**src/rtl/freq_ctrl_pkg.sv**
```systemverilog
// ---------------------------------------------------------------------------
// freq_ctrl_pkg
// Shared types and constants for the frequency sequencer control block.
//   state_t         : FSM state encodings (IDLE/RUN/SWITCH; 2'b11 is illegal)
//   SEL_WIDTH       : width of the divider select bus {select2, select1}
//   DEF_*           : default values for the top-level parameters
// ---------------------------------------------------------------------------
package freq_ctrl_pkg;

    typedef enum logic [1:0] {
        ST_IDLE   = 2'b00,
        ST_RUN    = 2'b01,
        ST_SWITCH = 2'b10
    } state_t;

    localparam int SEL_WIDTH           = 2;
    localparam int DEF_DEBOUNCE_CYCLES = 500000;  // 10 ms at 50 MHz
    localparam int DEF_SWEEP_WRAPS     = 4;       // legal range 1..255
    localparam int DEF_DIGIT_MAX       = 9;

endpackage

```
**src/rtl/frequency_sequencer_ctrl_if.sv**
```systemverilog
// ---------------------------------------------------------------------------
// frequency_sequencer_ctrl_if
// Connection between the controller and the divider/counter datapath.
//   filtered_clock : divided clock from the datapath (sampled only)
//   count_value    : 4-bit counter Q
//   select1/2      : divider select LSB/MSB
//   counter_enable : counter run gate
//   counter_clear  : one-cycle synchronous clear request
// master = controller side, slave = datapath side.
// ---------------------------------------------------------------------------
interface frequency_sequencer_ctrl_if;
    logic       filtered_clock;
    logic [3:0] count_value;
    logic       select1;
    logic       select2;
    logic       counter_enable;
    logic       counter_clear;

    modport master (
        input  filtered_clock, count_value,
        output select1, select2, counter_enable, counter_clear
    );

    modport slave (
        output filtered_clock, count_value,
        input  select1, select2, counter_enable, counter_clear
    );
endinterface

```
**src/rtl/button_debouncer.sv**
```systemverilog
// ---------------------------------------------------------------------------
// button_debouncer
// Two-flop synchroniser, stability counter and rising-edge press detect for
// one raw push-button.
//   fpga_clock : system clock
//   reset      : asynchronous active-low reset
//   btn_raw    : raw asynchronous button level (active-high)
//   press      : one-cycle pulse when a debounced press is accepted
// A level change is accepted once the synchronised input has disagreed with
// the accepted level for CYCLES consecutive clocks. Input-to-pulse latency is
// 2 (sync) + CYCLES (filter) + 1 (edge detect) clocks.
// ---------------------------------------------------------------------------
module button_debouncer #(
    parameter int CYCLES = 500000
) (
    input  logic fpga_clock,
    input  logic reset,
    input  logic btn_raw,
    output logic press
);

    localparam int             CNT_W    = (CYCLES > 1) ? $clog2(CYCLES) : 1;
    localparam logic [CNT_W-1:0] CNT_LAST = CNT_W'(CYCLES - 1);

    logic             sync0_reg;
    logic             sync1_reg;
    logic             level_reg;
    logic             level_d_reg;
    logic             press_reg;
    logic [CNT_W-1:0] cnt_reg;

    always_ff @(posedge fpga_clock or negedge reset) begin
        if (!reset) begin
            sync0_reg   <= 1'b0;
            sync1_reg   <= 1'b0;
            level_reg   <= 1'b0;
            level_d_reg <= 1'b0;
            press_reg   <= 1'b0;
            cnt_reg     <= '0;
        end else begin
            sync0_reg <= btn_raw;
            sync1_reg <= sync0_reg;
            // Any agreement with the accepted level restarts the interval,
            // so a bounce or a release/re-press costs a full new interval.
            if (sync1_reg == level_reg) begin
                cnt_reg <= '0;
            end else if (cnt_reg == CNT_LAST) begin
                level_reg <= sync1_reg;
                cnt_reg   <= '0;
            end else begin
                cnt_reg <= cnt_reg + 1'b1;
            end
            level_d_reg <= level_reg;
            press_reg   <= level_reg & ~level_d_reg;
        end
    end

    assign press = press_reg;

endmodule

```
**src/rtl/frequency_sequencer_ctrl.sv**
```systemverilog
// ---------------------------------------------------------------------------
// frequency_sequencer_ctrl
// Control FSM for the frequency-divider / counter / 7-segment datapath.
//   fpga_clock : system clock (the only clock used here)
//   reset      : asynchronous active-low reset
//   btn_mode   : raw mode button -> advance divider select
//   btn_run    : raw run/pause button -> toggle IDLE/RUN
//   sweep_en   : raw sweep switch -> auto-advance after SWEEP_WRAPS wraps
//   dp         : datapath interface (filtered_clock, count_value in;
//                select1/2, counter_enable, counter_clear out)
//   state_o    : current FSM state (00 IDLE, 01 RUN, 10 SWITCH)
// All outputs come straight from registers.
// ---------------------------------------------------------------------------
module frequency_sequencer_ctrl
    import freq_ctrl_pkg::*;
#(
    parameter int DEBOUNCE_CYCLES = DEF_DEBOUNCE_CYCLES,
    parameter int SWEEP_WRAPS     = DEF_SWEEP_WRAPS,
    parameter int DIGIT_MAX       = DEF_DIGIT_MAX
) (
    input  logic                        fpga_clock,
    input  logic                        reset,
    input  logic                        btn_mode,
    input  logic                        btn_run,
    input  logic                        sweep_en,
    frequency_sequencer_ctrl_if.master  dp,
    output logic [1:0]                  state_o
);

    localparam logic [7:0] WRAP_LAST  = 8'(SWEEP_WRAPS - 1);
    localparam logic [3:0] DIGIT_LAST = 4'(DIGIT_MAX);

    logic mode_press;
    logic run_press;

    button_debouncer #(.CYCLES(DEBOUNCE_CYCLES)) u_mode_deb (
        .fpga_clock (fpga_clock),
        .reset      (reset),
        .btn_raw    (btn_mode),
        .press      (mode_press)
    );

    button_debouncer #(.CYCLES(DEBOUNCE_CYCLES)) u_run_deb (
        .fpga_clock (fpga_clock),
        .reset      (reset),
        .btn_raw    (btn_run),
        .press      (run_press)
    );

    logic                 sweep_s0_reg;
    logic                 sweep_s1_reg;
    logic                 fclk_s0_reg;
    logic                 fclk_s1_reg;
    logic                 fclk_prev_reg;
    logic [3:0]           count_prev_reg;
    state_t               state_reg;
    logic [SEL_WIDTH-1:0] sel_reg;
    logic                 enable_reg;
    logic                 clear_reg;
    logic [7:0]           wrap_cnt_reg;

    logic tick;
    logic wrap;
    logic sweep_adv;

    assign tick      = fclk_s1_reg & ~fclk_prev_reg;
    assign wrap      = tick && (count_prev_reg == DIGIT_LAST);
    assign sweep_adv = sweep_s1_reg && (state_reg == ST_RUN) && wrap
                       && (wrap_cnt_reg == WRAP_LAST);

    always_ff @(posedge fpga_clock or negedge reset) begin
        if (!reset) begin
            sweep_s0_reg   <= 1'b0;
            sweep_s1_reg   <= 1'b0;
            fclk_s0_reg    <= 1'b0;
            fclk_s1_reg    <= 1'b0;
            fclk_prev_reg  <= 1'b0;
            count_prev_reg <= '0;
            state_reg      <= ST_IDLE;
            sel_reg        <= '0;
            enable_reg     <= 1'b0;
            clear_reg      <= 1'b0;
            wrap_cnt_reg   <= '0;
        end else begin
            sweep_s0_reg   <= sweep_en;
            sweep_s1_reg   <= sweep_s0_reg;
            fclk_s0_reg    <= dp.filtered_clock;
            fclk_s1_reg    <= fclk_s0_reg;
            fclk_prev_reg  <= fclk_s1_reg;
            count_prev_reg <= dp.count_value;

            // Wrap counter only runs while sweeping in RUN; the SWITCH cycle
            // starts a fresh count for the new frequency.
            if (!sweep_s1_reg || state_reg == ST_SWITCH) begin
                wrap_cnt_reg <= '0;
            end else if (state_reg == ST_RUN && wrap) begin
                wrap_cnt_reg <= (wrap_cnt_reg == WRAP_LAST) ? 8'd0
                                                            : wrap_cnt_reg + 8'd1;
            end

            case (state_reg)
                ST_IDLE: begin
                    clear_reg <= 1'b0;
                    if (run_press) begin
                        state_reg  <= ST_RUN;
                        enable_reg <= 1'b1;
                    end else begin
                        enable_reg <= 1'b0;
                        if (mode_press) begin
                            sel_reg   <= sel_reg + 1'b1;
                            clear_reg <= 1'b1;
                        end
                    end
                end
                ST_RUN: begin
                    // run_press wins; a coincident mode_press/sweep_adv is
                    // dropped. mode_press and sweep_adv together advance once.
                    if (run_press) begin
                        state_reg  <= ST_IDLE;
                        enable_reg <= 1'b0;
                        clear_reg  <= 1'b0;
                    end else if (mode_press || sweep_adv) begin
                        state_reg  <= ST_SWITCH;
                        sel_reg    <= sel_reg + 1'b1;
                        enable_reg <= 1'b0;
                        clear_reg  <= 1'b1;
                    end else begin
                        enable_reg <= 1'b1;
                        clear_reg  <= 1'b0;
                    end
                end
                ST_SWITCH: begin
                    // Presses landing here are ignored.
                    state_reg  <= ST_RUN;
                    enable_reg <= 1'b1;
                    clear_reg  <= 1'b0;
                end
                default: begin
                    state_reg  <= ST_IDLE;
                    enable_reg <= 1'b0;
                    clear_reg  <= 1'b0;
                end
            endcase
        end
    end

    assign dp.select1        = sel_reg[0];
    assign dp.select2        = sel_reg[1];
    assign dp.counter_enable = enable_reg;
    assign dp.counter_clear  = clear_reg;
    assign state_o           = state_reg;

endmodule

```
**src/flat_wrapper.sv**
```systemverilog
// flat-port wrapper written by rule: the top's interface ports become plain ports
module frequency_sequencer_ctrl_flat import freq_ctrl_pkg::*;
#(
    parameter int DEBOUNCE_CYCLES = DEF_DEBOUNCE_CYCLES,
    parameter int SWEEP_WRAPS     = DEF_SWEEP_WRAPS,
    parameter int DIGIT_MAX       = DEF_DIGIT_MAX
)
  (fpga_clock, reset, btn_mode, btn_run, sweep_en, state_o, dp_filtered_clock, dp_count_value, dp_select1, dp_select2, dp_counter_enable, dp_counter_clear);
  frequency_sequencer_ctrl_if dp_i ();
  input  logic fpga_clock;
  input  logic reset;
  input  logic btn_mode;
  input  logic btn_run;
  input  logic sweep_en;
  output logic [1:0] state_o;
  input wire logic [$bits(dp_i.filtered_clock)-1:0] dp_filtered_clock;
  input wire logic [$bits(dp_i.count_value)-1:0] dp_count_value;
  output wire logic [$bits(dp_i.select1)-1:0] dp_select1;
  output wire logic [$bits(dp_i.select2)-1:0] dp_select2;
  output wire logic [$bits(dp_i.counter_enable)-1:0] dp_counter_enable;
  output wire logic [$bits(dp_i.counter_clear)-1:0] dp_counter_clear;
  assign dp_i.filtered_clock = dp_filtered_clock;
  assign dp_i.count_value = dp_count_value;
  assign dp_select1 = dp_i.select1;
  assign dp_select2 = dp_i.select2;
  assign dp_counter_enable = dp_i.counter_enable;
  assign dp_counter_clear = dp_i.counter_clear;
  frequency_sequencer_ctrl #(.DEBOUNCE_CYCLES(DEBOUNCE_CYCLES), .SWEEP_WRAPS(SWEEP_WRAPS), .DIGIT_MAX(DIGIT_MAX)) u_core (.fpga_clock(fpga_clock), .reset(reset), .btn_mode(btn_mode), .btn_run(btn_run), .sweep_en(sweep_en), .dp(dp_i), .state_o(state_o));
endmodule
```
**config.mk**
```make
export PLATFORM = sky130hd
export DESIGN_NAME = frequency_sequencer_ctrl_flat
export DESIGN_NICKNAME = d
export VERILOG_FILES = /design/src/rtl/freq_ctrl_pkg.sv /design/src/rtl/frequency_sequencer_ctrl_if.sv /design/src/rtl/button_debouncer.sv /design/src/rtl/frequency_sequencer_ctrl.sv /design/src/flat_wrapper.sv
export SDC_FILE = /design/constraint.sdc
export NUM_CORES = 1
export LEC_CHECK = 0
export ABC_AREA = 1
export BUFFER_PORTS_ARGS = -buffer_cell sky130_fd_sc_hd__buf_2
export CORE_MARGIN = 3
export CORE_UTILIZATION = 51
export CTS_BUF_LIST = sky130_fd_sc_hd__clkbuf_8
export DETAILED_ROUTE_END_ITERATION = 6
export GPL_TIMING_DRIVEN = 0
export PLACE_DENSITY = 0.68
export SLEW_MARGIN = 20
export SYNTH_ARGS = -nofsm -noshare
export SYNTH_HDL_FRONTEND = slang
export SYNTH_SLANG_ARGS = --single-unit
```
**constraint.sdc**
```tcl
create_clock -name fpga_clock -period 1.9 [get_ports fpga_clock]
set_input_delay 0.095 -clock fpga_clock [delete_from_list [all_inputs] [get_ports fpga_clock]]
set_output_delay 0.095 -clock fpga_clock [all_outputs]
set_load 0.005 [all_outputs]
```
Word-level counts from Yosys, hierarchy flattened
Cells that the tools add are included.
- flip-flop bits (word level): 71
- input port bits: 10
- output and inout port bits: 6
- logic and storage cells: 89
- add/sub/neg operators: 4
- eq/ne operators: 14
- mux-type cells: 25
- bitwise gates (word level): 8
- reduce and logical (&&, ||, !) cells: 15
- operators with widths (cell ; number):
    19-bit 2-to-1 mux ; 4
    19-bit by 1-bit adder with 19-bit output, second input constant ; 2
    19-bit equality test, second input constant ; 2
    8-bit 2-to-1 mux ; 3
    2-bit 2-to-1 mux ; 7
    2-bit inequality test, second input constant ; 5
    8-bit by 1-bit adder with 8-bit output, second input constant ; 1
    8-bit by 2-bit equality test with 1-bit output, second input constant ; 1
    1-bit 2-to-1 mux ; 7
    2-bit one-hot mux with 3 select lines ; 1
    2-bit AND reduction ; 3
    1-bit logical AND ; 5
    1-bit NOT ; 5
    5-bit AND reduction ; 1
    4-bit equality test, second input constant ; 1
    2-bit one-hot mux with 2 select lines ; 1
    2-bit nonzero test ; 2
    1-bit bitwise AND ; 3
    3-bit inequality test, second input constant ; 1
    1-bit one-hot mux with 3 select lines ; 1
    2-bit by 1-bit adder with 2-bit output, second input constant ; 1
    1-bit equality test ; 2
    2-bit by 1-bit equality test with 1-bit output, second input constant ; 1
    2-bit equality test, second input constant ; 1
    other kinds (4) ; 5

Depth between registers and ports, before layout
Gate-level depths: netlist (run 1).
- depth in word-level cells: 9
- mapped depth: 10
- gate-level depth less buffers: 10

Cells and area by module
A second synthesis (run 1) with hierarchy kept.
- cell total of the unflattened synthesis: 417
- area, all modules: 3548.4 sq um
- by module, submodules not included (module ; times used ; cells each ; area an instance (sq um) ; seq. area each (sq um)):
    button_debouncer ; 2 ; 151 ; 1241.2 ; 600.6
    frequency_sequencer_ctrl ; 1 ; 115 ; 1066.0 ; 575.6

Least setup slack after synthesis (run 1)
OpenSTA, ideal clock, no wires.
- path kind: register to register
- start: register u_core.u_run_deb.cnt_reg[0]
- end: register u_core.u_run_deb.cnt_reg[18]
- library setup time: 0.115 ns
- arrival: 1.278 ns
- required time: 1.785 ns
- path slack: 0.506 ns
- cell stages (with the launch flop): 11
- path buffers: 0
- period minus slack after synthesis: 1.394 ns
- cell sequence: dfrtp_1 -> ha_1 -> nand2_1 -> nor2_4 -> nand2_2 -> nor2_4 -> nand3_2 -> inv_1 -> nand3_1 -> nor2_1 -> nor2_1
- word-level cells in the longest chain between the ends: 3
- elaborated cells on any way between the ends: 4
- those cells by class: add/sub (1); eq/ne (1); mux (2)
- ends and longest elaborated chain (element ; line ; RTL):
    from (decl) ; button_debouncer.sv:30 ; logic [CNT_W-1:0] cnt_reg;
    from (signal assigned) ; button_debouncer.sv:51 ; cnt_reg <= cnt_reg + 1'b1;
    19-bit by 1-bit adder with 19-bit output / 19-bit equality test (equally long branches) ; button_debouncer.sv:51, button_debouncer.sv:47 ;
    19-bit 2-to-1 mux (*) ; button_debouncer.sv:47 ; end else if (cnt_reg == CNT_LAST) begin
    19-bit 2-to-1 mux (*) ; button_debouncer.sv:45 ; if (sync1_reg == level_reg) begin
Every way passes the cells marked *; elsewhere a longest branch is shown, timed or not.
A chain may end at the register's enable or synchronous reset.

Final worst setup path (run 1)
- start: register u_core.u_run_deb.cnt_reg[0]
- end: register u_core.u_run_deb.cnt_reg[10]
The elaborated chain is that of the path after synthesis.

==> results of run 1 <==
-- cell usage after synthesis --
cell	n	area, sq um
nor2_4	6	67.6
a31o_2	1	8.76
nand3_2	6	60.1
a21oi_1	12	60.1
o22ai_1	3	18.8
nor3_4	1	16.3
inv_2	3	11.3
xor2_1	17	149
inv_1	54	203
nor2_2	3	18.8
nand2_2	6	37.5
o21ai_0	8	40.0
buf_2	1	5.00
o21ai_1	1	5.00
o31ai_1	1	7.51
nand3_1	22	110
a21boi_1	1	7.51
nor3_1	19	95.1
nor3b_1	3	22.5
nand2_4	1	11.3
nand4_1	9	56.3
xnor2_1	2	17.5
dfrtp_1	71	1780
nor2_1	75	282
nand2_1	71	267
o21bai_1	1	7.51
ha_1	3	37.5
-- final cells by class --
cell class	instances	area [sq um]	share of cell area [%]
flip-flops and latches	71	1780	45.2
well taps	77	96.3	2.45
inverters	57	214	5.45
clock buffers	9	124	3.15
plain buffers	1	5.00	0.127
clock inverters	7	114	2.90
multi-input cells	272	1400	35.7
repair buffers	25	195	4.97
-- report_power, final --
group          internal, mW  total [mW]  switching, mW
clock                 0.865        1.44          0.575
combinational        0.0414       0.112         0.0705
sequential             1.53        1.55         0.0143
total                  2.44        3.10          0.660
-- how the worst max path moves through the flow --
stage	startpoint	endpoint	slack [ns]	depth (start not counted)
after floorplan	u_core.u_run_deb.cnt_reg[0]	u_core.u_run_deb.cnt_reg[18]	0.51	10
after global placement	u_core.u_run_deb.cnt_reg[0]	u_core.u_run_deb.cnt_reg[10]	0.27	8
after detailed placement	u_core.u_run_deb.cnt_reg[0]	u_core.u_run_deb.cnt_reg[10]	0.25	8
after CTS	u_core.u_run_deb.cnt_reg[0]	u_core.u_run_deb.cnt_reg[10]	0.20	8
after global routing	u_core.u_mode_deb.cnt_reg[0]	u_core.u_mode_deb.cnt_reg[3]	0.03	8
final	u_core.u_run_deb.cnt_reg[0]	u_core.u_run_deb.cnt_reg[10]	0.22	8
-- critical path, stage by stage, from the launching register on --
cell,delay (ns)
dfrtp_1,0.39
ha_1,0.25
nand2_1,0.12
nor2_4,0.15
nand3_1,0.18
nand2_2,0.24
inv_1,0.11
nand2_1,0.09
a21oi_1,0.05
-- metal layers --
metal / vias to the layer above / wire [um]
li1: 1344 / -
met3: 9 / 263
met2: 54 / 3140
met1: 1245 / 2960
met5: - / 0
met4: 0 / 119
-- cells in the final DEF (no fill, tap or decap), drive strengths merged, types with 12 or more instances in the layout --
cell   netlist  final
nand3       28     28
nor2        84     84
a21oi       12     12
buf          1     17
inv         57     59
xor2        17     17
nand2       78     78
nor3        20     20
dfrtp       71     71
-- kinds of logic after synthesis --
family,share of synthesized area (%)
AO/OA/AOI/OAI,4.57
XOR/XNOR,4.90
adder cells (fa/ha/maj),1.10
buffers and inverters,6.44
flip-flops,52.3
AND/OR/NAND/NOR,30.7
-- repair_timing --
item / 4_1_cts / 5_1_grt
setup endpoints to repair: 0 / 0
endpoints found under the hold margin: 79 / 0
resized for setup: 0 / 0
hold buffers: 9 / 0
-- metrics by stage --
| stage | std cells | hold WS (ns) | setup WS [ns] | utilization (%) | area [sq um] |
|---|---|---|---|---|---|
| 4_1_cts | 519 | 0.182 | 0.203 | 61.5 | 3930 |
| 5_1_grt | 519 | 0.202 | 0.0279 | 61.5 | 3930 |
| 3_3_place_gp | 493 | 0.204 | 0.271 | 55.9 | 3570 |
| 2_1_floorplan | 401 | -0.201 | 0.506 | - | 3400 |
| 6_report | 519 | 0.184 | 0.217 | 61.5 | 3930 |
| 3_5_place_dp | 494 | 0.0258 | 0.245 | 56.4 | 3600 |
==> impl_metrics.json, run 1 <==
{
  "critPathLaunchType": "flip-flop",
  "ir_drop_v": 0.000478,
  "reg2reg_from": "u_core.u_run_deb.cnt_reg[0]",
  "grt_pass1_vias": 2703,
  "fmax_ghz": 0.594,
  "fin_nets": 450,
  "clkTransAtPathRegs_ns": 0.08,
  "clk_path_buf_depth": 2,
  "p_leak_nw": 1.82,
  "rr_endpoint": "u_core.u_run_deb.cnt_reg[10]",
  "dieHeight_um": 87.6,
  "rsz0062_at_grt": "no",
  "fill_cells": 567,
  "ios": 16,
  "areaGrowthSynthToFinish_pct": 15.6,
  "reg2reg_depth": 8,
  "synth_cells": 401,
  "drc": 0,
  "dr.pass1.iters": 4,
  "met2_usage_pct": 31.6,
  "cellPowerDensity_nw_per_um2": 789,
  "die_area_sq_um": 7680,
  "worst_clock_skew_ns": 0.0169,
  "initial_utilization_pct": 53.2,
  "clock_sinks": 71,
  "synth.avg_cell_area_sq_um": 8.47,
  "ctsRootBufferMaster": "clkbuf_8",
  "synth_nets": 414,
  "worstMarginPinSlew_ns": 0.357,
  "layout_min_cycle_time_ns": 1.68,
  "ff2ff_setup_slack_ns": 0.22,
  "gr-max-usage-layer": "met2",
  "viasPerCell": 5.11,
  "cts_buffers": 9,
  "overflow": 0,
  "status": "finished, final reports clean",
  "post-cts-setup-buffers": 0,
  "cts_tree": "yes",
  "hold_class": "input port to async pin",
  "crit_path_end_kind": "flip-flop",
  "drv_cap": 0,
  "ant_nets": 0,
  "core-area_sq_um": 6390,
  "synth_seq_area_share_pct": 52.3,
  "ys_types": 27,
  "n_antenna_cell": 0,
  "timing_worst_setup_path_type": "flip-flop to flip-flop",
  "synth_area_sq_um": 3400,
  "crit_fanout": 10,
  "report.final.setup_viol": 0,
  "num_rows": 29,
  "total_power_mw": 3.10,
  "use_met1_pct": 26.2,
  "dieWidth_um": 87.6,
  "cp.required_ns": 2.15,
  "slew_violations": 0,
  "grt_pass1_wl_mm": 12.0,
  "dr.first_iter.drc_count": 160,
  "worstSkewPairLatency_ns": 0.35,
  "met3_usage_pct": 5.93,
  "final-hold-violation-count": 0,
  "ctsHtreeMaxLevel": 3,
  "drive_above_1_share_pct": 13.1,
  "fin_tns_setup_ns": 0,
  "arrival_ns": 1.93,
  "dp_hpwl_mm": 4.51,
  "gp_congestion": 0.885,
  "antenna_found_initial": 0,
  "grt_max_degree": 48,
  "period_share_pct": 88.6,
  "wl_per_cell_um": 12.5,
  "totalWireLength_mm": 6.48,
  "grt_use_total_pct": 20.0,
  "io_buffers": 15,
  "yosys_register_bits": 71,
  "relSlewSlack_pct": 76.0,
  "yosys_warnings": 0,
  "num_vias": 2652
}
Power figures use the tool's default switching activity.
==> run 2: changes to the inputs <==
--- a/config.mk
+++ b/config.mk
@@ -7,7 +7,7 @@
 export LEC_CHECK = 0
 export ABC_AREA = 1
 export BUFFER_PORTS_ARGS = -buffer_cell sky130_fd_sc_hd__buf_2
-export CORE_MARGIN = 3
+export CORE_MARGIN = 4
 export CORE_UTILIZATION = 51
 export CTS_BUF_LIST = sky130_fd_sc_hd__clkbuf_8
 export DETAILED_ROUTE_END_ITERATION = 6
==> impl_metrics.json, run 2 (synthesized netlist as in run 1, its figures left out) <==
{
  "worst_clock_skew_ns": 0.0138,
  "fill_cells": 564,
  "ios": 16,
  "fin_nets": 450,
  "ir_drop_v": 0.000531,
  "hold-worst-slack_ns": 0.181,
  "clkTransAtPathRegs_ns": 0.08,
  "period_share_pct": 86.2,
  "areaGrowthSynthToFinish_pct": 14.4,
  "fmax_ghz": 0.611,
  "p_leak_nw": 1.79,
  "post-cts-setup-buffers": 0,
  "critPathLaunchType": "flip-flop",
  "cp.required_ns": 2.14,
  "dieHeight_um": 89.6,
  "status": "finished, final reports clean",
  "crit_path_end_kind": "flip-flop",
  "num_vias": 2632,
  "gp_congestion": 0.861,
  "ctsHtreeMaxLevel": 3,
  "worstSkewPairLatency_ns": 0.36,
  "viasPerCell": 5.07,
  "final_cell_mix": "nor2_1 (75), nand2_1 (71), dfrtp_1 (71), inv_1 (54), nand3_1 (22)",
  "num_rows": 29,
  "timing_worst_setup_path_type": "flip-flop to flip-flop",
  "fin_area_sq_um": 3890,
  "drive_above_1_share_pct": 13.6,
  "core-area_sq_um": 6420,
  "antenna_found_initial": 0,
  "wl_per_cell_um": 12.2,
  "dp_hpwl_mm": 4.65,
  "dieWidth_um": 89.6,
  "report.final.setup_viol": 0,
  "clk_path_buf_depth": 2,
  "n_antenna_cell": 0,
  "grt_pass1_vias": 2563,
  "slew_violations": 0,
  "ant_nets": 0,
  "rsz0062_at_grt": "no",
  "relSlewSlack_pct": 78.1,
  "clock_sinks": 71,
  "worstMarginPinSlew_ns": 0.327,
  "met3_usage_pct": 5.47,
  "die_area_sq_um": 8030,
  "cts_tree": "yes",
  "io_buffers": 15,
  "drv_cap": 0,
  "layout_min_cycle_time_ns": 1.64,
  "cts_buffers": 9,
  "totalWireLength_mm": 6.35,
  "dr.first_iter.drc_count": 122,
  "ctsResizeCount": 0,
  "cellPowerDensity_nw_per_um2": 737,
  "hold_class": "input port to async pin",
  "grt_max_degree": 49,
  "fin_tns_setup_ns": 0,
  "met2_usage_pct": 29.2,
  "overflow": 0,
  "initial_utilization_pct": 52.9,
  "final-hold-violation-count": 0,
  "final_common_cell": "nor2_1",
  "crit_fanout": 8,
  "gr-max-usage-layer": "met2",
  "ctsRootBufferMaster": "clkbuf_8",
  "drc": 0,
  "dr.pass1.iters": 7,
  "arrival_ns": 1.87,
  "placed_cell_area_sq_um": 3600,
  "use_met1_pct": 22.1,
  "grt_pass1_wl_mm": 10.9,
  "grt_use_total_pct": 17.8
}
run 2: cell count changes in the layout (fill, tap and decap cells not counted):
cell,before,now
bufinv_16,3,1
clkinv_2,0,2
clkinvlp_4,1,2
inv_1,56,54
inv_6,0,1
run 2: what timing repair did:
action	4_1_cts	5_1_grt
hold endpoints to repair	79	0
endpoints found under the setup margin	0	0
hold buffers	9	0
run 2: final cells by class:
| class | instances | area, sq um | area share, % |
|---|---|---|---|
| Buffer | 1 | 5.00 | 0.129 |
| Clock inverter | 7 | 72.6 | 1.87 |
| Inverter | 57 | 214 | 5.51 |
| Clock buffer | 9 | 124 | 3.19 |
| Timing Repair Buffer | 25 | 195 | 5.02 |
| Sequential cell | 71 | 1780 | 45.7 |
| Tap cell | 77 | 96.3 | 2.48 |
| Multi-Input combinational cell | 272 | 1400 | 36.1 |
run 2: layer usage:
layer  vias up  part of all wire, %
met4         0                  1.5
met5         -                    0
li1       1341                    -
met1      1237                   46
met3        11                  3.5
met2        43                   49
run 2: worst max-delay path, stage by stage, from the launching register on:
cell,delay [ns]
dfrtp_1,0.39
ha_1,0.22
nand2_1,0.11
nor2_1,0.20
nand3_1,0.10
nor2_1,0.18
nor2_1,0.12
inv_2,0.14
nor3_1,0.06
run 2: final timing paths:
path                                                  to  slack [ns]  cells after the start                         start
setup / recovery           u_core.u_mode_deb.cnt_reg[13]        0.26                      8  u_core.u_mode_deb.cnt_reg[0]
hold / removal              u_core.u_run_deb.cnt_reg[13]        0.18                      2                         reset
setup reg to reg           u_core.u_mode_deb.cnt_reg[13]        0.26                      8  u_core.u_mode_deb.cnt_reg[0]
hold reg to reg              u_core.u_mode_deb.sync1_reg        0.35                      0   u_core.u_mode_deb.sync0_reg
max in group asynchronous              u_core.sel_reg[0]        1.18                      3                         reset
min in group fpga_clock      u_core.u_mode_deb.sync1_reg        0.35                      0   u_core.u_mode_deb.sync0_reg
run 2: stage by stage:
step,utilization [%],setup slack [ns],std cells,total power [mW]
2_1_floorplan,-,0.506,401,1.62
3_3_place_gp,55.6,0.277,493,1.67
3_5_place_dp,56.0,0.275,494,1.68
4_1_cts,60.5,0.248,519,2.91
5_1_grt,60.5,0.0617,519,3.01
6_report,60.5,0.262,519,2.86
run 2: where the power goes:
| group | switching, mW | internal [mW] |
|---|---|---|
| Clock | 0.596 | 0.607 |
| Sequential | 0.0148 | 1.53 |
| Combinational | 0.0698 | 0.0414 |
